## src/rtl/timer_counter_pkg.sv

```systemverilog
// Shared definitions for the timer/counter block: FSM state encoding, register
// offsets, CTRL bit positions and the TC1/TC2 bus windows.
package timer_counter_pkg;

   typedef enum logic [1:0] {
      StIdle = 2'd0,
      StLoad = 2'd1,
      StCnt  = 2'd2,
      StInt  = 2'd3
   } tc_state_e;

   // Word offsets decoded from Addr[3:2]
   localparam logic [1:0] OffCtrl   = 2'd0;
   localparam logic [1:0] OffPreset = 2'd1;
   localparam logic [1:0] OffCount  = 2'd2;
   localparam logic [1:0] OffRsvd   = 2'd3;

   // CTRL bit positions
   localparam int unsigned CtrlEnBit   = 0;
   localparam int unsigned CtrlModeLsb = 1;
   localparam int unsigned CtrlModeMsb = 2;
   localparam int unsigned CtrlImBit   = 3;

   localparam logic [1:0] ModeOneShot = 2'b00;
   localparam logic [1:0] ModeReload  = 2'b01;

   // Byte address windows decoded by the system bridge
   localparam logic [31:0] Tc1Base = 32'h0000_7f00;
   localparam logic [31:0] Tc1Last = 32'h0000_7f0f;
   localparam logic [31:0] Tc2Base = 32'h0000_7f10;
   localparam logic [31:0] Tc2Last = 32'h0000_7f1f;

   function automatic logic tc_in_window(input logic [31:0] addr,
                                         input logic [31:0] base,
                                         input logic [31:0] last);
      return (addr >= base) && (addr <= last);
   endfunction

endpackage

```

## src/rtl/timer_counter.sv

```systemverilog
// Programmable down-counting timer with one-shot and auto-reload modes and a
// maskable interrupt. Register file: CTRL, PRESET, COUNT (read-only).
module timer_counter
   import timer_counter_pkg::*;
(
   input  logic        clk,
   input  logic        reset,
   input  logic [31:2] Addr,
   input  logic        WE,
   input  logic [31:0] Din,
   output logic [31:0] Dout,
   output logic        IRQ
);

   tc_state_e   state_q, state_d;
   logic [3:0]  ctrl_q, ctrl_d;
   logic [31:0] preset_q, preset_d;
   logic [31:0] count_q, count_d;
   logic        irq_q, irq_d;

   logic [1:0] off;
   logic       en;
   logic [1:0] mode;
   logic       unused_addr;

   assign off         = Addr[3:2];
   assign en          = ctrl_q[CtrlEnBit];
   assign mode        = ctrl_q[CtrlModeMsb:CtrlModeLsb];
   assign unused_addr = ^Addr[31:4];

   // State and register file; reset clears everything immediately
   always_ff @(posedge clk or posedge reset) begin
      if (reset) begin
         state_q  <= StIdle;
         ctrl_q   <= 4'd0;
         preset_q <= 32'd0;
         count_q  <= 32'd0;
         irq_q    <= 1'b0;
      end else begin
         state_q  <= state_d;
         ctrl_q   <= ctrl_d;
         preset_q <= preset_d;
         count_q  <= count_d;
         irq_q    <= irq_d;
      end
   end

   // Next-state: a bus write pre-empts the FSM for that cycle and drops the flag
   always_comb begin
      state_d  = state_q;
      ctrl_d   = ctrl_q;
      preset_d = preset_q;
      count_d  = count_q;
      irq_d    = irq_q;

      if (WE) begin
         irq_d = 1'b0;
         unique case (off)
            OffCtrl:   ctrl_d   = Din[3:0];
            OffPreset: preset_d = Din;
            default:   ;
         endcase
      end else begin
         unique case (state_q)
            StIdle: begin
               if (en) state_d = StLoad;
            end
            StLoad: begin
               count_d = preset_q;
               state_d = StCnt;
            end
            StCnt: begin
               if (!en) begin
                  state_d = StIdle;
               end else if (count_q > 32'd1) begin
                  count_d = count_q - 32'd1;
               end else begin
                  // Covers PRESET=0 as well; never wraps below zero
                  count_d = 32'd0;
                  irq_d   = 1'b1;
                  state_d = StInt;
               end
            end
            StInt: begin
               if (mode == ModeReload) begin
                  irq_d = 1'b0;
               end else begin
                  ctrl_d[CtrlEnBit] = 1'b0;
               end
               state_d = StIdle;
            end
            default: state_d = StIdle;
         endcase
      end
   end

   // Combinational read mux
   always_comb begin
      Dout = 32'd0;
      unique case (off)
         OffCtrl:   Dout = {28'd0, ctrl_q};
         OffPreset: Dout = preset_q;
         OffCount:  Dout = count_q;
         OffRsvd:   Dout = 32'd0;
         default:   Dout = 32'd0;
      endcase
   end

   assign IRQ = ctrl_q[CtrlImBit] & irq_q;

endmodule

```

## config.mk

```make
export PLATFORM = sky130hd
export DESIGN_NAME = timer_counter
export DESIGN_NICKNAME = d
export VERILOG_FILES = /design/src/rtl/timer_counter_pkg.sv /design/src/rtl/timer_counter.sv
export SDC_FILE = /design/constraint.sdc
export NUM_CORES = 1
export LEC_CHECK = 0
export ABC_AREA = 1
export BUFFER_PORTS_ARGS = -buffer_cell sky130_fd_sc_hd__buf_4
export CAP_MARGIN = 15
export CELL_PAD_IN_SITES_DETAIL_PLACEMENT = 2
export CELL_PAD_IN_SITES_GLOBAL_PLACEMENT = 2
export CORE_UTILIZATION = 34
export DETAILED_ROUTE_END_ITERATION = 7
export GPL_ROUTABILITY_DRIVEN = 1
export PLACE_DENSITY_LB_ADDON = 0.1
export SYNTH_ARGS = -nofsm -noshare
export SYNTH_HDL_FRONTEND = slang
export SYNTH_SLANG_ARGS = --single-unit
export TNS_END_PERCENT = 20
```

## constraint.sdc

```tcl
create_clock -name clk -period 2.8 [get_ports clk]
set_input_delay 0.14 -clock clk [delete_from_list [all_inputs] [get_ports clk]]
set_output_delay 0.14 -clock clk [all_outputs]
set_load 0.02 [all_outputs]
```

==> results.py <==
metrics = {
    "run_status": {
        "run_status": "complete, no violations",
    },
    "worst_setup_path": {
        "r2r_slack_ns": 0.78,
        "critPathMaxStageDelay_ns": 0.39,
        "arrival_ns": 2.28,
        "worstSetupPathType": "reg2reg",
        "critPathCaptureType": "flip-flop",
        "ff2ff_path_depth": 10,
        "crit_fanout": 21,
        "cp.required_ns": 3.06,
        "r2r_start": "count_q[1]",
        "cp-start-kind": "flip-flop",
        "reg2reg_to": "count_q[6]",
        "crit_family": "simple AND/OR/NAND/NOR gates",
        "crit_top_cell": "nor2_4",
        "critPathBufInv": 2,
        "cp_slowest_cell": "dfrtp_1",
        "crit_chain": "inv_1 -> ha_1 -> o21ai_0 -> nor2_1 -> nand2_1 -> nor2_4 -> nor2_4 -> buf_12 -> nand3_1 -> a21oi_1",
    },
    "global_routing": {
        "grt_pass1_vias": 4663,
        "antenna_found_initial": 0,
        "grt_pass1_wl_um": 23980,
        "grtUsageTotal": 0.2343,
        "overflow": 0,
        "grt_max_degree": 44,
    },
    "flow_run": {
        "max_cap_violations": 0,
    },
    "routing": {
        "drtIter0Drc": 108,
        "ant_nets": 0,
        "wl_per_cell_um": 17.75,
        "vias": 4254,
        "via_per_inst": 5.125,
        "routed_wl_um": 14730,
        "dr.pass1.iters": 4,
        "drt_drc_violations_left": 0,
    },
    "logic_synthesis": {
        "synthFlopType": "dfrtp_1",
        "async_reset_ff_frac": 1.000,
        "synth_edf_count": 0,
        "synth_compound_area_frac": 0.1890,
        "synthSimpleGateAreaFrac": 0.2555,
        "yosysWarnings": 0,
        "syn_nets": 656,
        "syn_inst": 589,
        "ys_ff_latch": 71,
        "synth_top_family_by_area": "simple AND/OR/NAND/NOR gates",
        "synth_xor_area_frac": 0.009711,
        "ys_seq_area_frac": 0.3940,
        "synthMuxAreaShare": 0.06243,
        "synth_area_um2": 4509,
        "synth_cell_type_count": 29,
        "syn_avg_cell_area_um2": 7.656,
        "synth_adder_area_share": 0.005549,
    },
    "power": {
        "total_power_mw": 4.971,
        "leakage_nw": 2.368,
        "p_per_area_nw_per_um2": 913.5,
        "ir_worst_vdd_mv": 0.2852,
    },
    "place": {
        "gp_congestion": 0.8200,
        "place_hpwl_um": 10620,
        "port_buffers": 69,
    },
    "timing": {
        "drv_slew": 0,
        "max-slew-margin-rel": 0.5070,
        "fin_crit_sh": 0.7210,
        "fin_setup_tns_ns": 0,
        "timing_hold_violations_final": 0,
        "fin_crit_ns": 2.019,
        "max_clock_freq_mhz": 495.3,
        "setup_viol": 0,
        "max_slew.worst_pin.slew_ns": 0.7385,
        "holdWs_ns": 0.02355,
        "rsz0062_at_grt": "no",
        "clock_skew_ns": 0.005419,
    },
    "clock_tree": {
        "cts_made_buffers": 9,
        "cts_tree": "yes",
        "clk_pin_slew_ns": 0.06,
        "h-tree-depth": 3,
        "cts_root_buf": "clkbuf_16",
        "clock_latency_ns": 0.35,
        "cts.sinks": 71,
        "clk_path_buf_depth": 2,
    },
    "floorplan": {
        "io_pins": 98,
        "die_h_um": 117.2,
        "coreArea_um2": 12770,
        "rows": 41,
        "initial_core_util": 0.3530,
        "die_w_um": 117.2,
        "dieArea_um2": 13730,
    },
    "finish": {
        "layout_commonest_cell": "nand2_1",
        "area_growth_pct": 20.67,
        "drive_above_1_share": 0.2675,
        "antennaDiodeCount": 0,
        "final_nets": 721,
        "fillers": 1494,
        "final_cell_mix": "nand2_1, nor2_1, buf_4",
    },
    "worst_hold_path": {
        "holdPathStages": 2,
        "hold_path_class": "in2reg",
        "hp-start": "Din[14]",
        "hold_end": "preset_q[14]",
    },
}
[sequential cells by signal, summed over array words and instances, names as in the netlist]
signal and cells:
preset_q 32, count_q 32, state_q 2, ctrl_q 4, irq_q 1
[what timing repair did]
action,in CTS,in global routing
hold endpoints to repair,28,0
resized for setup,0,0
setup buffers,0,0
endpoints found under the setup margin,0,0
hold buffers,1,0
[worst max path at each step]
stage / start / to / slack (ns) / cells after the start
3_5_place_dp: count_q[0] / count_q[13] / 0.79 / 10
5_1_grt: count_q[1] / count_q[6] / 0.62 / 10
4_1_cts: count_q[1] / count_q[17] / 0.76 / 10
2_1_floorplan: reset / count_q[0] / 0.86 / 1
3_3_place_gp: count_q[0] / count_q[16] / 0.84 / 10
6_report: count_q[1] / count_q[6] / 0.78 / 10
[worst register-to-register path: stages (launching register included)]
cell,delay (ns)
dfrtp_1,0.39
inv_1,0.11
ha_1,0.24
o21ai_0,0.17
nor2_1,0.07
nand2_1,0.10
nor2_4,0.06
nor2_4,0.30
buf_12,0.23
nand3_1,0.11
a21oi_1,0.16
[report_power, final]
part / internal (mW) / switching (mW)
logic: 0.745 / 1.36
clock network: 0.619 / 0.436
registers: 1.38 / 0.434
total: 2.75 / 2.23
[cell type report]
cell class / instances / area [um2] / area share
sequential: 71 / 1777 / 0.3265
timing repair buffer: 77 / 605.6 / 0.1113
inverter: 60 / 227.7 / 0.04185
tap: 172 / 215.2 / 0.03955
clock buffer: 14 / 254.0 / 0.04668
clock inverter: 1 / 5.005 / 0.0009198
multi-input combinational: 435 / 2357 / 0.4332
[per-stage QoR]
stage          setup WS (ns)    util  instances  area [um2]
4_1_cts               0.7638  0.4260        830        5441
3_3_place_gp          0.8428  0.4049        814        5172
6_report              0.7812  0.4260        830        5441
5_1_grt               0.6185  0.4260        830        5441
2_1_floorplan         0.8634       -        589        4509
3_5_place_dp          0.7925  0.4049        814        5172
[synthesized netlist by cell type, types with 3 or more instances]
cell type | count | area, um2
nand3_1 | 30 | 150.1
nor2_1 | 94 | 352.8
o22ai_1 | 4 | 25.02
nand4_1 | 4 | 25.02
nand2_2 | 3 | 18.77
a21oi_2 | 35 | 306.5
buf_2 | 9 | 45.04
clkbuf_1 | 8 | 30.03
mux2_2 | 25 | 281.5
o21ai_2 | 5 | 43.79
o21ai_1 | 5 | 25.02
o21ai_0 | 45 | 225.2
dfrtp_1 | 71 | 1777
nor2_4 | 8 | 90.09
a21oi_1 | 38 | 190.2
buf_6 | 4 | 45.04
xor2_1 | 5 | 43.79
nand2_1 | 117 | 439.2
inv_1 | 58 | 217.7
nor2_2 | 6 | 37.54
o211ai_1 | 4 | 30.03
[routing by layer]
layer  share of wire  track usage  routed length (um)
met4           0.019      0.09114                 285
met2            0.53       0.4282                7743
met1            0.43       0.2798                6375
met5               0            0                   0
met3           0.022      0.02678                 330
[cells by family after synthesis]
| family | count (synthesis) |
|---|---|
| AO/OA/AOI/OAI | 137 |
| XOR/XNOR | 5 |
| multiplexers | 25 |
| buffers and inverters | 83 |
| flip-flops | 71 |
| AND/OR/NAND/NOR | 266 |
| adder cells (fa/ha/maj) | 2 |
Note: power is estimated with default switching activity, not from simulation.
